<file path="config.mk">
export PLATFORM = sky130hd
export DESIGN_NAME = wb_grf
export DESIGN_NICKNAME = d
export VERILOG_FILES = /design/src/rtl/wb_grf.sv
export SDC_FILE = /design/constraint.sdc
export NUM_CORES = 2
export LEC_CHECK = 0
export ABC_CLOCK_PERIOD_IN_PS = 7600
export BUFFER_PORTS_ARGS = -buffer_cell sky130_fd_sc_hd__buf_2
export CAP_MARGIN = 20
export CORE_MARGIN = 2
export CORE_UTILIZATION = 40
export CTS_CLUSTER_SIZE = 30
export DETAILED_ROUTE_END_ITERATION = 10
export PLACE_DENSITY = 0.53
export SYNTH_ARGS = -nofsm -noshare
export SYNTH_HDL_FRONTEND = slang
export SYNTH_SLANG_ARGS = --single-unit
export TNS_END_PERCENT = 100
</file>
<file path="constraint.sdc">
create_clock -name Clk -period 7.6 [get_ports Clk]
set_clock_uncertainty 0.2 [all_clocks]
set_input_delay 1.9 -clock Clk [delete_from_list [all_inputs] [get_ports Clk]]
set_output_delay 1.9 -clock Clk [all_outputs]
set_load 0.01 [all_outputs]
</file>
<file path="src/rtl/wb_grf.sv">
// wb_grf: write-back general register file with status counters.
//
// Holds $1..$31 (32 bits each); $0 reads as zero and writes to it are dropped.
// Reads are combinational. A write on We with A3 != 0 also latches WPC into
// LastWPC. Every edge with Commit=1 bumps RetireCnt (wraps mod 2^32).
// Rst is synchronous, active-high and overrides any same-edge write or count.
// All state also starts at zero at time zero.
//
// Optional feature (macro GRF_BYPASS_EN): when defined, a read of the address
// being written this cycle returns WD instead of the stored value. The bypass
// is suppressed while Rst is high. When undefined, reads see stored data only.
//
// Ports:
//   Clk        in   1   rising-edge clock
//   Rst        in   1   synchronous active-high reset
//   We         in   1   write enable
//   A3         in   5   write address
//   WD         in  32   write data
//   WPC        in  32   PC of writing instruction
//   Commit     in   1   W stage holds a valid instruction
//   A1, A2     in   5   read addresses
//   RD1, RD2   out 32   read data
//   RetireCnt  out 32   committed-instruction count
//   LastWPC    out 32   WPC of most recent non-$0 write
module wb_grf (
  input  logic        Clk,
  input  logic        Rst,
  input  logic        We,
  input  logic [4:0]  A3,
  input  logic [31:0] WD,
  input  logic [31:0] WPC,
  input  logic        Commit,
  input  logic [4:0]  A1,
  input  logic [4:0]  A2,
  output logic [31:0] RD1,
  output logic [31:0] RD2,
  output logic [31:0] RetireCnt,
  output logic [31:0] LastWPC
);

  // Declaration initialisers give the zeroed state at time zero.
  logic [31:0] regs_q [1:31] = '{default: 32'h0};
  logic [31:0] regs_d [1:31];
  logic [31:0] retire_cnt_q = 32'h0;
  logic [31:0] retire_cnt_d;
  logic [31:0] last_wpc_q = 32'h0;
  logic [31:0] last_wpc_d;

  logic        wr_fire;
  logic [31:0] rd1_stored;
  logic [31:0] rd2_stored;

  // Write request that actually targets a real register (reset handled in the flop block).
  assign wr_fire = We && (A3 != 5'd0);

  always_comb begin
    regs_d       = regs_q;
    last_wpc_d   = last_wpc_q;
    retire_cnt_d = retire_cnt_q;
    if (wr_fire) begin
      regs_d[A3] = WD;
      last_wpc_d = WPC;
    end
    if (Commit) begin
      retire_cnt_d = retire_cnt_q + 32'd1;
    end
  end

  always_ff @(posedge Clk) begin
    if (Rst) begin
      regs_q       <= '{default: 32'h0};
      retire_cnt_q <= 32'h0;
      last_wpc_q   <= 32'h0;
    end else begin
      regs_q       <= regs_d;
      retire_cnt_q <= retire_cnt_d;
      last_wpc_q   <= last_wpc_d;
    end
  end

  always_comb begin
    rd1_stored = 32'h0;
    rd2_stored = 32'h0;
    if (A1 != 5'd0) rd1_stored = regs_q[A1];
    if (A2 != 5'd0) rd2_stored = regs_q[A2];
  end

`ifdef GRF_BYPASS_EN
  logic byp_en;
  assign byp_en = !Rst && wr_fire;

  always_comb begin
    RD1 = rd1_stored;
    RD2 = rd2_stored;
    if (byp_en && (A1 == A3)) RD1 = WD;
    if (byp_en && (A2 == A3)) RD2 = WD;
  end
`else
  always_comb begin
    RD1 = rd1_stored;
    RD2 = rd2_stored;
  end
`endif

  assign RetireCnt = retire_cnt_q;
  assign LastWPC   = last_wpc_q;

endmodule

</file>
### Word-level counts from Yosys, hierarchy flattened

Index checks and enable logic that the tools add are counted.

| cells by class | value |
|---|---|
| reduce and logical (&&, ||, !) cells | 5 |
| add/sub/neg operators | 1 |
| bitwise logic cells | 3 |
| muxes and demuxes | 11 |
| order comparisons | 4 |

Operators with widths:

| operator | number |
|---|---|
| $bwmux 992 | 1 |
| $bmux 32 s5 | 2 |
| $mux 32 | 7 |
| $demux 32 s5 | 1 |
| $add 32x1->32 const B | 1 |
| $ge 6x6->1 const B | 3 |
| $not 5->6 | 3 |
| $reduce_bool 5->1 | 3 |
| $lt 6x1->1 const B | 1 |
| $logic_and 1x1->1 | 2 |

| storage, ports and cells | value |
|---|---|
| logic and storage cells | 57 |
| output and inout bits | 128 |
| bits of input ports | 83 |
| register bits | 1056 |

### Logic depth before layout (Yosys ltp)

| logic depth | value |
|---|---|
| word-level depth | 6 |
| depth in mapped cells | 9 |
| depth with buffers taken out | 6 |

### Worst setup path before layout

No wires, ideal clock.

| timing path | value |
|---|---|
| path type | input port to output port |
| from | in A2[2] |
| to | out RD2[20] |
| path buffers | 4 |
| arrival | 3.447 ns |
| setup slack | 2.053 ns |
| stages | 7 |
| cells stage by stage | buf_2 > buf_2 > buf_2 > buf_1 > mux4_2 > a22oi_1 > nand4_1 |

| between the ends | value |
|---|---|
| longest elaborated chain between the ends | 5 |

RTL lines:

| item | RTL line | RTL |
|---|---|---|
| start, declared | 34 | `input logic [4:0] A2,` |
| $not 5->6 (implied by the code) | 85 | `if (A2 != 5'd0) rd2_stored = regs_q[A2];` |
| $bmux 32 s5 | 85 |  |
| $mux 32 (implied by the code) (2 in series) | 85 |  |
| $mux 32 * | 85 |  |
| end, declared | 36 | `output logic [31:0] RD2,` |

Every way passes the cells marked *; elsewhere a longest branch is shown, timed or not. The select of a mux whose other input is x is not followed.

### Final worst setup path

| timing path | value |
|---|---|
| from | in A2[1] |
| to | out RD2[23] |

Same word-level chain as after synthesis.

==> impl_metrics.csv <==
group,metric,value,unit
synthesis,synth_area_leaders,"dfxtp_1, mux4_2, nand2_1",
layout,area_delta_synth_final,13.1,%
timing,max_slew.worst_pin.slew,1.23,ns
drt,drt_first_pass_iters,8,
drt,vias,48400,
setup_path,crit_path_start_kind,"input pin",
drt,post_drt_wl_per_cell,29.4,um
global_routing,busiest_layer,"met2",
timing,fmax,0.145,GHz
synthesis,netlist_top_cells_count,"nand2_1, dfxtp_1, a21oi_1, clkbuf_1, mux4_2",
pwr,power,12.9,mW
cts,postCtsHoldBufs,0,
synthesis,synth_seq_cells,1056,
cts,clock_latency,0.77,ns
drt,vias_per_cell,6.23,
place,port_buffers,210,
global_routing,grt_usage,33.4,%
synthesis,yosysTopAreaCell,"dfxtp_1",
synthesis,synthCells,6052,
cts,cts_buffer_depth,3,
setup_path,cpMaxStageDelayCell,"a2111oi_2",
floorplanning,die_w,365,um
cts,post_cts_buffers,0,
cts,cts_buffers,117,
layout,final_nets,5991,
synthesis,synth_fp_nets,6136,
floorplanning,start_util,40.3,%
pwr,leakage,19.8,nW
setup_path,cp_top_family,"compound AO/OA/AOI/OAI gates",
synthesis,async_flop_share,0,%
synthesis,ys_types,51,
global_routing,use_met3,8.76,%
place,place_ws,0.755,ns
setup_path,cpMostUsedCell,"buf_4",
cts,clock_sinks,1056,
place,place.detailed.hpwl,134000,um
setup_path,worstSetupPathType,"input pin to output pin",
floorplanning,die-area,0.133,mm2
layout,regArea,0.0211,mm2
setup_path,crit_buf_inv,4,
synthesis,synthFlopType,"dfxtp_1",
global_routing,gr-usage-met2,48.3,%
synthesis,synth-seq-area-share,40.5,%
cts,cts-resized-gates,0,
global_routing,antenna_found_initial,14,
outcome,status,"finished clean",
timing,report.final.hold_viol_count,0,
setup_path,slowest_delay,0.94,ns
place,placed_cell_area,0.0546,mm2
drt,drtAntennaViolNets,0,
drt,drt-total-wl,228000,um
synthesis,syn_area,0.0522,mm2
setup_path,cp-end-kind,"output pin",
place,routabilityCongestion,0.889,
timing,rsz0062_at_grt,"no",
floorplanning,rows,132,
global_routing,overflow,0,
layout,fin_util,45.6,%
timing,min_period,6.89,ns
layout,fin_area,0.0590,mm2
setup_path,path_max_fanout,30,
synthesis,synth_top_area_share,40.5,%
global_routing,grt_pass1_wl,324000,um
setup_path,cp_cell_sequence,"buf_8 > buf_4 > or2_2 > o21ai_0 > a22o_1 > a2111oi_2 > buf_4 > buf_2",
layout,multi_input_area,0.0289,mm2
drt,drcViolationCount,0,
setup_path,required,5.50,ns
cts,cts_tree,"yes",
drt,drtIter0Drc,7074,
synthesis,postSynthAreaPerCell,8.62,um2
synthesis,synth_most_common_cell,"nand2_1",
global_routing,gr-usage-met1,46.8,%
timing,finalWorstSetupSlack,0.714,ns
cts,path_clk_slew,0.05,ns
global_routing,grt_pass1_vias,44100,
floorplanning,placeableCoreArea,0.129,mm2
floorplanning,num_io_pins,211,
run,drv_cap,0,
timing,maxSlewHeadroom,17.8,%
pwr,peakVddDrop,255,uV
timing,finalCritPeriodShare,90.6,%
cts,htree_levels,3,
timing,setup_tns,0,ns
pwr,power_density,219,mW/mm2
synthesis,yosysWarningCount,0,
setup_path,arrival,4.79,ns
layout,fillers,12600,
timing,slew_viol_final,0,
cts,cts_root_buf,"clkbuf_16",
global_routing,grt_max_degree,200,
timing,setup_violations,0,
synthesis,synth_edf_count,0,
worst_hold_path,hp-class,"flop to flop",
layout,drive_gt1_share,18.3,%
floorplanning,fp.dieH,365,um
==> registers in the layout, summed over array words and instances (netlist names) <==
signal     cells
LastWPC       32
regs_q       992
RetireCnt     32
==> cell usage in the layout (no fill, tap or decap), types with 25 or more instances in the layout <==
cell type / synthesis / routed
nand3_1: 42 / 42
clkbuf_8: 0 / 44
a22oi_1: 169 / 169
buf_4: 22 / 107
nor2_4: 0 / 35
buf_2: 132 / 203
mux2_2: 74 / 74
clkbuf_16: 0 / 118
a221oi_1: 91 / 91
nand4_1: 37 / 37
mux2i_1: 142 / 142
mux4_2: 386 / 386
nor2_1: 109 / 74
clkinv_2: 0 / 25
dfxtp_1: 1056 / 1056
a21oi_1: 1030 / 1030
a2111o_1: 32 / 32
nand2_1: 2140 / 2109
==> final timing paths <==
check	start	to	slack, ns	cells past startpoint
min	LastWPC[21]$_SDFFE_PP0P_	LastWPC[21]$_SDFFE_PP0P_	0.25	2
min reg2reg	LastWPC[21]$_SDFFE_PP0P_	LastWPC[21]$_SDFFE_PP0P_	0.25	2
max	A2[1]	RD2[23]	0.71	8
max reg2reg	RetireCnt[9]$_SDFFE_PP0P_	RetireCnt[24]$_SDFFE_PP0P_	5.29	5
==> worst reg2reg max path: stages (launching register included) <==
cell and delay, ns:
dfxtp_1 0.47, nand4_2 0.14, or4_1 0.79, nor4_1 0.35
xnor2_1 0.17, nor2_1 0.05
==> kinds of logic after synthesis <==
| kind of cell | share of synthesized area [%] |
|---|---|
| buffers and inverters | 4.91 |
| adders and majority gates | 0.0240 |
| DFF | 40.5 |
| muxes | 21.0 |
| and+or+nand+nor | 18.0 |
| xor gates and xnor gates | 0.520 |
| AOI/OAI and AO/OA | 15.0 |
==> power breakdown <==
| group | switching (mW) | internal [mW] |
|---|---|---|
| Sequential | 0.0351 | 5.58 |
| Combinational | 0.727 | 0.295 |
| Clock | 2.58 | 3.72 |
==> layout make-up <==
class | instances | share of cell area, %
clock inverters | 45 | 1.11
repair buffers | 343 | 4.17
inverters | 5 | 0.0318
diodes | 5 | 0.0212
flip-flops and latches | 1056 | 35.8
clock buffers | 178 | 6.12
multi-input cells | 4384 | 49.0
well taps | 1742 | 3.70
==> metrics by stage <==
stage | cells | hold slack [ns]
floorplan | 6052 | 0.241
finish | 7758 | 0.250
global route | 7755 | 0.267
CTS | 7750 | 0.253
detailed placement | 7527 | 0.245
global placement | 7520 | 0.239
==> routing by layer <==
layer  part of all wire [%]  wire length, um
met1                     40            92100
met2                     42            96300
met3                     13            28700
met4                    4.7            10800
met5                  0.043               97
(Power assumes the default switching activity.)
